File: src/rtl/alu_rs_entry.sv
// Single ALU reservation-station entry: holds one issued op, snoops the CDB
// for missing operands, executes locally, then broadcasts under MY_TAG.
package alu_rs_pkg;
  typedef enum logic [2:0] {
    NO_VAL = 3'd0, ALU_1 = 3'd1, ALU_2 = 3'd2, ALU_3 = 3'd3,
    ALU_4  = 3'd4, ALU_5 = 3'd5, ALU_6 = 3'd6, ALU_7 = 3'd7
  } rs_tag_t;

  typedef enum logic [2:0] {
    ALU_ADD = 3'd0, ALU_SUB = 3'd1, ALU_XOR = 3'd2, ALU_OR = 3'd3,
    ALU_AND = 3'd4, ALU_SLT = 3'd5, ALU_SLTU = 3'd6
  } alu_op_t;

  typedef enum logic [1:0] {
    SH_NONE = 2'd0, SH_SLL = 2'd1, SH_SRL = 2'd2, SH_SRA = 2'd3
  } shift_op_t;

  typedef struct packed {
    rs_tag_t     tag;
    logic [31:0] val;
  } cdb_t;
endpackage

module alu_rs_entry
  import alu_rs_pkg::*;
#(
  parameter rs_tag_t MY_TAG   = ALU_1,
  parameter int      EXEC_LAT = 1
) (
  input  logic        clk_i,
  input  logic        reset_i,
  input  cdb_t        cdb_i,
  input  logic        write_en_i,
  input  logic [31:0] value1_i,
  input  logic [31:0] value2_i,
  input  rs_tag_t     tag1_i,
  input  rs_tag_t     tag2_i,
  input  alu_op_t     alu_op_i,
  input  shift_op_t   shift_op_i,
  output logic        busy_o,
  output logic        cdb_req_o,
  input  logic        cdb_gnt_i,
  output rs_tag_t     cdb_tag_o,
  output logic [31:0] cdb_val_o,
  output logic        proto_err_o
);

  localparam int DATA_W = 32;

  localparam logic [1:0] S_IDLE = 2'd0;
  localparam logic [1:0] S_WAIT = 2'd1;
  localparam logic [1:0] S_EXEC = 2'd2;
  localparam logic [1:0] S_WB   = 2'd3;

  localparam logic [2:0] LAT_M1 = 3'(EXEC_LAT - 1);

  logic [1:0]        r_state;
  logic [DATA_W-1:0] r_val1;
  logic [DATA_W-1:0] r_val2;
  rs_tag_t           r_tag1;
  rs_tag_t           r_tag2;
  alu_op_t           r_alu_op;
  shift_op_t         r_sh_op;
  logic [2:0]        r_cnt;
  logic [DATA_W-1:0] r_result;
  logic              r_proto_err;

  logic              w_snoop_hit;
  logic              w_fwd1;
  logic              w_fwd2;
  logic              w_rdy1;
  logic              w_rdy2;
  logic              w_cap1;
  logic              w_cap2;
  logic              w_ops_done;
  logic              w_req;
  logic [DATA_W-1:0] w_alu_res;

  function automatic logic [DATA_W-1:0] alu_calc(input alu_op_t op, input shift_op_t sh,
                                                  input logic [DATA_W-1:0] a,
                                                  input logic [DATA_W-1:0] b);
    logic signed [DATA_W-1:0] sa;
    logic signed [DATA_W-1:0] sb;
    logic [4:0]               shamt;
    logic [DATA_W-1:0]        res;
    sa    = a;
    sb    = b;
    shamt = b[4:0];
    res   = '0;
    case (sh)
      SH_SLL:  res = a << shamt;
      SH_SRL:  res = a >> shamt;
      SH_SRA:  res = sa >>> shamt;
      default: begin
        case (op)
          ALU_ADD:  res = a + b;
          ALU_SUB:  res = a - b;
          ALU_XOR:  res = a ^ b;
          ALU_OR:   res = a | b;
          ALU_AND:  res = a & b;
          ALU_SLT:  res = {{(DATA_W-1){1'b0}}, (sa < sb)};
          ALU_SLTU: res = {{(DATA_W-1){1'b0}}, (a < b)};
          default:  res = '0;
        endcase
      end
    endcase
    return res;
  endfunction

  // A broadcast of our own tag (or no broadcast) never feeds an operand.
  assign w_snoop_hit = (cdb_i.tag != NO_VAL) && (cdb_i.tag != MY_TAG);
  assign w_fwd1      = w_snoop_hit && (tag1_i == cdb_i.tag);
  assign w_fwd2      = w_snoop_hit && (tag2_i == cdb_i.tag);
  assign w_rdy1      = w_fwd1 || (tag1_i == NO_VAL);
  assign w_rdy2      = w_fwd2 || (tag2_i == NO_VAL);
  assign w_cap1      = w_snoop_hit && (r_tag1 == cdb_i.tag);
  assign w_cap2      = w_snoop_hit && (r_tag2 == cdb_i.tag);
  assign w_ops_done  = ((r_tag1 == NO_VAL) || w_cap1) && ((r_tag2 == NO_VAL) || w_cap2);
  assign w_alu_res   = alu_calc(r_alu_op, r_sh_op, r_val1, r_val2);

  assign w_req       = (r_state == S_WB);
  assign busy_o      = (r_state != S_IDLE);
  assign cdb_req_o   = w_req;
  assign cdb_tag_o   = w_req ? MY_TAG : NO_VAL;
  assign cdb_val_o   = w_req ? r_result : '0;
  assign proto_err_o = r_proto_err;

  always_ff @(posedge clk_i) begin
    if (!reset_i) begin
      r_state     <= S_IDLE;
      r_val1      <= '0;
      r_val2      <= '0;
      r_tag1      <= NO_VAL;
      r_tag2      <= NO_VAL;
      r_alu_op    <= ALU_ADD;
      r_sh_op     <= SH_NONE;
      r_cnt       <= '0;
      r_result    <= '0;
      r_proto_err <= 1'b0;
    end else begin
      if (write_en_i && (r_state != S_IDLE)) r_proto_err <= 1'b1;
      case (r_state)
        S_IDLE: begin
          if (write_en_i) begin
            r_alu_op <= alu_op_i;
            r_sh_op  <= shift_op_i;
            r_val1   <= w_fwd1 ? cdb_i.val : value1_i;
            r_val2   <= w_fwd2 ? cdb_i.val : value2_i;
            r_tag1   <= w_fwd1 ? NO_VAL : tag1_i;
            r_tag2   <= w_fwd2 ? NO_VAL : tag2_i;
            r_cnt    <= LAT_M1;
            r_state  <= (w_rdy1 && w_rdy2) ? S_EXEC : S_WAIT;
          end
        end
        S_WAIT: begin
          if (w_cap1) begin
            r_val1 <= cdb_i.val;
            r_tag1 <= NO_VAL;
          end
          if (w_cap2) begin
            r_val2 <= cdb_i.val;
            r_tag2 <= NO_VAL;
          end
          if (w_ops_done) begin
            r_cnt   <= LAT_M1;
            r_state <= S_EXEC;
          end
        end
        S_EXEC: begin
          if (r_cnt == 3'd0) begin
            r_result <= w_alu_res;
            r_state  <= S_WB;
          end else begin
            r_cnt <= r_cnt - 3'd1;
          end
        end
        S_WB: begin
          if (cdb_gnt_i) r_state <= S_IDLE;
        end
        default: r_state <= S_IDLE;
      endcase
    end
  end

endmodule

File: config.mk
export PLATFORM = sky130hd
export DESIGN_NAME = alu_rs_entry
export DESIGN_NICKNAME = d
export VERILOG_FILES = /design/src/rtl/alu_rs_entry.sv
export SDC_FILE = /design/constraint.sdc
export NUM_CORES = 1
export LEC_CHECK = 0
export BUFFER_PORTS_ARGS = -buffer_cell sky130_fd_sc_hd__buf_2
export CORE_MARGIN = 2
export CORE_UTILIZATION = 29
export DETAILED_ROUTE_END_ITERATION = 8
export GPL_TIMING_DRIVEN = 0
export PLACE_DENSITY_LB_ADDON = 0.05
export SLEW_MARGIN = 5
export SYNTH_ARGS = -nofsm -noshare
export SYNTH_HDL_FRONTEND = slang
export SYNTH_SLANG_ARGS = --single-unit
File: constraint.sdc
create_clock -name clk_i -period 6.1 [get_ports clk_i]
set_clock_uncertainty 0.1 [all_clocks]
set_input_delay 0.61 -clock clk_i [delete_from_list [all_inputs] [get_ports clk_i]]
set_output_delay 0.61 -clock clk_i [all_outputs]
set_load 0.01 [all_outputs]
# ---- After elaboration in Yosys (flattened, before gate mapping)
# Index checks and enable logic that the tools add are counted.
dict set report word_totals {
  register_bits 113
  latchBits 0
  ram_bits 0
  mem_bits_ro 0
  inputBits 114
  output_inout_bits 38
  elab_cells 104
  n_memories 0
}
dict set report classes {
  add_sub_neg 3
  multipliers 0
  div_mod_pow 0
  n_lt_le_gt_ge 2
  eq_ne 24
  n_shift 3
  n_mux 30
  bitwise_logic 3
  reduce_logical 29
}
# cell n
set ops {}
lappend ops {{32-bit 2-to-1 mux} 7}
lappend ops {{32-bit case mux with 7 select lines} 1}
lappend ops {{32-bit case mux with 2 select lines} 2}
lappend ops {{32-bit case mux with 3 select lines} 1}
lappend ops {{32-bit less-than comparator} 2}
lappend ops {{32-bit adder} 1}
lappend ops {{32-bit AND} 1}
lappend ops {{32-bit bitwise OR} 1}
lappend ops {{32-bit by 5-bit << shifter with 32-bit output} 1}
lappend ops {{32-bit by 5-bit right shift with 32-bit output} 1}
lappend ops {{32-bit by 5-bit >>> shifter with 32-bit output} 1}
lappend ops {{32-bit subtractor} 1}
lappend ops {{32-bit bitwise XOR} 1}
lappend ops {{3-bit 2-to-1 mux} 9}
lappend ops {{3-bit zero test} 6}
lappend ops {{2-bit inequality test (second input constant)} 7}
lappend ops {{3-bit equality test} 4}
lappend ops {{3-bit case mux with 2 select lines} 2}
lappend ops {{2-bit 2-to-1 mux} 5}
lappend ops {{3-bit equality test (second input constant)} 3}
lappend ops {{3-bit case mux with 3 select lines} 1}
lappend ops {{2-bit equality test (second input constant)} 4}
lappend ops {{1-bit logical AND} 8}
lappend ops {{2-bit case mux with 4 select lines} 1}
lappend ops {{other kinds (13)} 23}

# ---- Logic depth before layout (Yosys ltp)
# Gate-level depths: netlist of the first run.
dict set report depth {
  ltp_word 8
  depth_mapped 16
  mapped_depth_nobuf 12
}

# ---- Worst setup path after synthesis of the first run
# Ideal clock, no wire load.
dict set report synth_timing {
  path_type {register -> register}
  start {reg r_val2[2]}
  end {reg r_result[23]}
  setup_time_ps 59
  arrival_ps 3672
  required_ps 5941
  slack_ps 2269
  path_stages_with_launch 17
  path_buffers 5
  period_less_slack_ps 3831
  cell_sequence {dfxtp_1 -> clkbuf_1 -> inv_1 -> buf_2 -> buf_2 -> buf_1 -> ha_1 -> buf_6 -> nor3_1 -> o311ai_2 -> a311oi_2 -> a211oi_1 -> a21o_1 -> a21oi_1 -> mux2_2 -> a21oi_1 -> o221a_2}
}
dict set report synth_between {
  elab_chain_len 3
  word_cells_on_any_way 7
  classes_between {2 x add/sub; 3 x shift; 2 x mux}
}
# item line_no
set synth_rtl {}
lappend synth_rtl {{start: declaration} 59} ;# logic [DATA_W-1:0] r_val2;
lappend synth_rtl {{start signal: assignment} 148} ;# r_val2 <= w_fwd2 ? cdb_i.val : value2_i;
lappend synth_rtl {{start signal: assignment} 161} ;# r_val2 <= cdb_i.val;
lappend synth_rtl {{32-bit subtractor or 32-bit adder (tied branches)} {97, 96}}
lappend synth_rtl {{32-bit case mux with 7 select lines} 95} ;# case (op)
lappend synth_rtl {{32-bit case mux with 3 select lines (*)} 90} ;# case (sh)
lappend synth_rtl {{end signal: assignment} 171} ;# r_result <= w_alu_res;
lappend synth_rtl {{end: declaration} 65} ;# logic [DATA_W-1:0] r_result;
# Every way passes the cells marked *; elsewhere a longest branch is shown, timed or not.
# A chain may end at the register's enable or synchronous reset.

# ---- Final worst setup path of the first run
dict set report layout_timing {
  start {reg r_val2[2]}
  end {reg r_result[0]}
}
dict set report layout_between {
  elab_chain_len 3
  word_cells_on_any_way 7
  classes_between {2 x order compare; 3 x shift; 2 x mux}
}
# item line_no
set layout_rtl {}
lappend layout_rtl {{32-bit less-than comparator, on equally long branches} {102, 101}}
lappend layout_rtl {{32-bit case mux with 7 select lines} 95}
lappend layout_rtl {{32-bit case mux with 3 select lines (*)} 90}
# Marked as above.

==> results.sh, run 1 <==
export IMPL_outcome="completed"
export IMPL_fillCellCount=5481
export IMPL_cp_end_kind="flop"
export IMPL_yosysTopAreaCell="dfxtp_1"
export IMPL_cp_start_kind="flop"
export IMPL_cp_cell_sequence="clkbuf_1, inv_1, buf_2, buf_2, buf_1, ha_1, buf_6, o21ba_4, nor4_2, o31a_2, o31ai_1, a2111oi_0, o41ai_1, o311ai_0, a41oi_1"
export IMPL_min_period_ns=5.88
export IMPL_critPathMostFrequentCell="buf_2"
export IMPL_yosysUniqueCellTypes=93
export IMPL_cts_buffer_depth=2
export IMPL_rows=81
export IMPL_power_density_nw_per_um2=609
export IMPL_slew_headroom_pct=26.9
export IMPL_die_height_microns=226
export IMPL_slew_viol_final=0
export IMPL_hold_viol=0
export IMPL_die_x_microns=226
export IMPL_avgSynthCellArea_sq_um=7.33
export IMPL_worst_pin_slew_ns=1.09
export IMPL_synth_edf_count=0
export IMPL_p_leak_nw=6.71
export IMPL_clk_latency_ns=0.49
export IMPL_synth_common_cells="257 x nor2_1, 165 x a21oi_1, 144 x o21ai_0, 135 x nand2_1, 113 x dfxtp_1"
export IMPL_tns_ns=0
export IMPL_cts_buffers=17
export IMPL_max_stage_delay_ns=0.83
export IMPL_grt_pass1_vias=15800
export IMPL_arrival_ns=6.15
export IMPL_gp_congestion=0.979
export IMPL_clk_transition_reported_paths_ns=0.06
export IMPL_path_class="flop to flop"
export IMPL_rsz0062_at_grt="no"
export IMPL_grt_ovfl_total=0
export IMPL_core_area_sq_um=48800
export IMPL_finalNetCount=2341
export IMPL_clock_sinks=113
export IMPL_grt_pass1_wl_microns=118000
export IMPL_synth_cells=1954
export IMPL_hp_class="input pin to flop"
export IMPL_ir_drop_v=0.000205
export IMPL_antenna_found_initial=1
export IMPL_tritoncts="built"
export IMPL_cts_repair_resized=0
export IMPL_synthToLayoutAreaGrowth_pct=14.9
export IMPL_initial_utilization_pct=29.3
export IMPL_ctsHoldBuffers=0
export IMPL_ys_async_sr_fraction_pct=0
export IMPL_ys_flop_type="dfxtp_1"
export IMPL_cts_root_buf="clkbuf_16"
export IMPL_dr_pass1_iters=6
export IMPL_pre_cts_slack_ns=0.424
export IMPL_clock_fmax_mhz=170
export IMPL_synth_area_sq_um=14300
export IMPL_grt_usage_pct=32.6
export IMPL_dp_hpwl_microns=67100
export IMPL_ys_seq_area_share_pct=15.8
export IMPL_yosysTopAreaCellShare_pct=15.8
export IMPL_maxCapViolations=0
export IMPL_ant_nets=0
export IMPL_remaining_drc_errors=0
export IMPL_whs_ns=0.293
export IMPL_antenna_cells=0
export IMPL_path_max_fanout=11
export IMPL_drt_initial_drc_count=1958
export IMPL_via_per_inst=5.95
export IMPL_ioPinCount=152
export IMPL_finalCritPeriodShare_pct=96.4
export IMPL_place_inst=2765
export IMPL_io_buffers=146
export IMPL_multi_input_area_sq_um=10800
export IMPL_synthTopCellsByArea="dfxtp_1 16%, ha_1 9.2%, mux2i_1 7.8%"
export IMPL_yosysMostFrequentCell="nor2_1"
export IMPL_setup_viol=0
export IMPL_vias=16600
export IMPL_crit_buf_inv=6
export IMPL_worst_path_max_delay_cell="o31ai_1"
export IMPL_critPathTopFamily="compound AO/OA/AOI/OAI gates"
export IMPL_finalNonFillerCells=2797
export IMPL_fin_util_pct=33.7
export IMPL_synth_seq_cells=113
export IMPL_drive_gt1_share_pct=14.9
export IMPL_grt_max_degree=17
export IMPL_regArea_sq_um=2260
export IMPL_postCtsSetupRepairBufs=0
export IMPL_detail_route_wl_per_cell_microns=30.0
export IMPL_cp_data_required_time_ns=6.38
export IMPL_cts_max_level=4
export IMPL_wl_microns=83800
export IMPL_ys_warn_count=0
export IMPL_setup_slack_ns=0.222
export IMPL_die_area_sq_um=51200
[worst reg2reg max path, cell delays in order, from the launching register on]
cell and delay [ns]:
dfxtp_1 0.38, clkbuf_1 0.52, inv_1 0.22, buf_2 0.27, buf_2 0.24, buf_1 0.41
ha_1 0.45, buf_6 0.14, o21ba_4 0.16, nor4_2 0.05, o31a_2 0.35, o31ai_1 0.83
a2111oi_0 0.36, o41ai_1 0.72, o311ai_0 0.27, a41oi_1 0.30
[where the power goes]
part	switching, mW	internal (mW)
clock	0.454	0.539
combinational	4.99	2.45
sequential	0.592	1.01
[logic make-up (layout without fill, tap and decap cells)]
kind of cell             after synthesis  in the layout  synth area share [%]
flip-flops                           113            113                  15.8
AND/OR/NAND/NOR                      594            594                  18.9
buffers and inverters                273            451                  8.56
multiplexers                         167            167                  14.6
AO/OA/AOI/OAI                        663            663                  30.5
other                                  1              2                0.0262
adder cells (fa/ha/maj)              107            107                  9.45
XOR/XNOR                              36             36                  2.20
[stage by stage]
stage	power [mW]	cell area, sq um
2_1_floorplan	5.94	14300
3_3_place_gp	8.83	15900
3_5_place_dp	8.77	15900
4_1_cts	9.79	16500
5_1_grt	10.5	16500
6_report	10.0	16500
[final timing paths]
kind	startpoint	end	slack (ns)	cells after the start
worst max-delay path	r_val2[2]	r_result[0]	0.22	15
worst min-delay path	shift_op_i[0]	r_sh_op[0]	0.29	3
worst max register to register	r_val2[2]	r_result[0]	0.22	15
worst min register to register	r_result[4]	r_result[4]	0.35	2
[registers in the layout, summed over array words and instances, names as in the netlist]
signal / cells
r_result: 32
proto_err_o: 1
r_sh_op: 2
r_alu_op: 3
r_state: 2
r_val1: 32
r_tag1: 3
r_tag2: 3
r_cnt: 3
r_val2: 32
[cell type report]
class | instances | share of cell area [%]
flip-flops and latches | 113 | 13.7
clock inverters | 14 | 0.745
well taps | 664 | 5.05
plain buffers | 162 | 4.92
repair buffers | 146 | 4.44
multi-input cells | 1569 | 65.9
inverters | 111 | 2.53
clock buffers | 18 | 2.67
[cells in the final DEF (no fill, tap or decap), drive strengths merged, types with 8 or more instances in the layout]
master,instances
a22oi,21
or3,8
o21ai,147
a21o,18
buf,201
clkinv,10
o22ai,26
xnor2,28
or2,8
dfxtp,113
ha,105
nor4,13
a211oi,92
a211o,10
and2,38
o211ai,28
o21a,9
xor2,8
clkbuf,125
o221ai,19
nor3,41
nand2,135
nor2,259
a21oi,165
mux4,31
a221oi,12
nand2b,12
inv,111
nand3,38
nor2b,15
mux2i,112
mux2,24
o31ai,16
a31oi,26
[layer usage]
metal	track usage (%)	up-vias	wire [microns]
met4	11.2	2	2790
met1	44.5	8097	37500
met5	0	-	11
met3	7.88	146	7290
met2	49.9	898	36300
li1	-	7489	-
No activity file was read; power rests on OpenSTA's default activity.
==> run 2: changes to the inputs <==
--- a/config.mk
+++ b/config.mk
@@ -6,10 +6,14 @@
 export NUM_CORES = 1
 export LEC_CHECK = 0
 export BUFFER_PORTS_ARGS = -buffer_cell sky130_fd_sc_hd__buf_2
+export CAP_MARGIN = 10
+export CELL_PAD_IN_SITES_DETAIL_PLACEMENT = 0
+export CELL_PAD_IN_SITES_GLOBAL_PLACEMENT = 2
 export CORE_MARGIN = 2
 export CORE_UTILIZATION = 29
 export DETAILED_ROUTE_END_ITERATION = 8
 export GPL_TIMING_DRIVEN = 0
+export MAX_ROUTING_LAYER = met4
 export PLACE_DENSITY_LB_ADDON = 0.05
 export SLEW_MARGIN = 5
 export SYNTH_ARGS = -nofsm -noshare
==> run 2 against run 1 <==
Routed wire length rose by 0.54%; count of clock-buffer cells in the layout decreased by 1; register-to-register slack better by 0.06 ns; fmax up 1.1%; worst setup slack gained 0.062 ns; combinational power hardly changed; critical endpoint is now r_result[30]; largest power group unchanged; flip-flop and latch count is the same; worst hold slack improved by 0.011 ns.
==> results.sh, run 2 (synthesized netlist as in run 1, its figures left out) <==
export IMPL_outcome="completed"
export IMPL_io_buffers=146
export IMPL_layout_common_cells="257 x nor2_1, 173 x buf_2, 165 x a21oi_1"
export IMPL_critPathMostFrequentCell="buf_2"
export IMPL_via_per_inst=5.87
export IMPL_die_x_microns=226
export IMPL_min_period_ns=5.82
export IMPL_die_height_microns=226
export IMPL_met2_usage_pct=49.1
export IMPL_cts_root_buf="clkbuf_16"
export IMPL_maxCapViolations=0
export IMPL_fin_area_sq_um=16500
export IMPL_clk_latency_ns=0.47
export IMPL_path_class="flop to flop"
export IMPL_grt_ovfl_total=0
export IMPL_crit_buf_inv=6
export IMPL_hold_viol=0
export IMPL_antenna_found_initial=0
export IMPL_max_stage_delay_ns=0.85
export IMPL_worst_pin_slew_ns=1.16
export IMPL_antenna_cells=0
export IMPL_wl_microns=84300
export IMPL_initial_utilization_pct=29.3
export IMPL_grt_pass1_wl_microns=119000
export IMPL_synthToLayoutAreaGrowth_pct=15.3
export IMPL_path_max_fanout=11
export IMPL_slew_viol_final=0
export IMPL_cp_data_required_time_ns=6.38
export IMPL_cts_buffers=17
export IMPL_rows=81
export IMPL_gp_congestion=1.00
export IMPL_use_met3_pct=7.22
export IMPL_clock_sinks=113
export IMPL_cp_start_kind="flop"
export IMPL_finalNetCount=2341
export IMPL_fillCellCount=5443
export IMPL_reg2reg_slack_ns=0.28
export IMPL_place_area_sq_um=15900
export IMPL_clock_fmax_mhz=172
export IMPL_ir_drop_v=0.000172
export IMPL_tns_ns=0
export IMPL_arrival_ns=6.10
export IMPL_drt_initial_drc_count=1902
export IMPL_p_leak_nw=6.74
export IMPL_tritoncts="built"
export IMPL_worst_path_max_delay_cell="o31ai_1"
export IMPL_slew_headroom_pct=22.5
export IMPL_cts_max_level=4
export IMPL_ctsHoldBuffers=0
export IMPL_finalCritPeriodShare_pct=95.3
export IMPL_cp_cell_sequence="clkbuf_1, inv_1, buf_2, buf_2, buf_1, ha_1, buf_6, o21ba_4, nor4_2, o31a_2, o31ai_1, a2111oi_0, o41ai_1, mux2i_1, nand2_1, a221oi_2"
export IMPL_dr_pass1_iters=6
export IMPL_grt_busiest_layer="met2"
export IMPL_drive_gt1_share_pct=14.8
export IMPL_critPathTopFamily="compound AO/OA/AOI/OAI gates"
export IMPL_cts_buffer_depth=2
export IMPL_vias=16400
export IMPL_remaining_drc_errors=0
export IMPL_ioPinCount=152
export IMPL_power_density_nw_per_um2=615
export IMPL_die_area_sq_um=51200
export IMPL_hp_class="input pin to flop"
export IMPL_grt_usage_pct=33.9
export IMPL_cp_end_kind="flop"
export IMPL_core_area_sq_um=48800
export IMPL_top_regs="r_result x32, r_val1 x32, r_val2 x32"
export IMPL_use_met1_pct=45.6
export IMPL_setup_viol=0
export IMPL_rsz0062_at_grt="no"
export IMPL_grt_pass1_vias=15800
export IMPL_layout_commonest_cell="nor2_1"
export IMPL_grt_max_degree=17
export IMPL_dp_hpwl_microns=67400
export IMPL_detail_route_wl_per_cell_microns=30.1
export IMPL_postCtsSetupRepairBufs=0
export IMPL_cts_repair_resized=0
export IMPL_ant_nets=0
export IMPL_clk_transition_reported_paths_ns=0.06
## run 2: cell types whose count changed in the layout (fill, tap and decap cells not counted)
| cell | previous run | this run |
|---|---|---|
| clkbuf_8 | 12 | 11 |
| nor3_1 | 40 | 41 |
| bufinv_16 | 0 | 4 |
| inv_8 | 2 | 0 |
| nor3_2 | 1 | 0 |
| clkinv_4 | 4 | 3 |
| clkinvlp_4 | 4 | 3 |
## run 2: per-layer routing
layer  vias to the layer above  share of wire, %
met3                       124               9.1
met4                         0               4.0
met1                      7981                44
met5                         -                 0
met2                       840                42
li1                       7473                 -
## run 2: final timing paths
| check | cells past startpoint | to | start |
|---|---|---|---|
| worst max register to register | 16 | r_result[30] | r_val2[2] |
| worst min-delay path | 3 | r_sh_op[0] | shift_op_i[0] |
| worst min register to register | 2 | r_result[2] | r_result[2] |
| worst max-delay path | 16 | r_result[30] | r_val2[2] |
## run 2: through the flow
stage	std cells	setup WS [ns]	utilization, %	hold WS [ns]	power [mW]
global placement	2765	0.338	32.5	0.343	8.89
CTS	2796	0.297	33.8	0.283	9.98
finish	2796	0.284	33.8	0.304	10.2
global route	2796	0.113	33.8	0.311	10.7
floorplan	1955	2.27	-	0.327	5.94
detailed placement	2765	0.331	32.5	0.347	8.82
## run 2: cell type report
type,instances,area (sq um),area share (%)
multi-input cells,1569,10800,65.6
repair buffers,146,731,4.42
clock inverters,14,204,1.23
flip-flops and latches,113,2260,13.7
plain buffers,162,810,4.90
clock buffers,17,425,2.57
inverters,111,417,2.52
well taps,664,831,5.03
## run 2: where the power goes
group / internal, mW / total (mW) / switching (mW)
logic: 2.44 / 7.44 / 5.00
registers: 1.01 / 1.60 / 0.598
clock network: 0.685 / 1.11 / 0.428
## run 2: tightest hold or removal path, cell delays in order
cell,delay [ns]
buf_2,0.09
nand3_1,0.06
a21oi_1,0.06
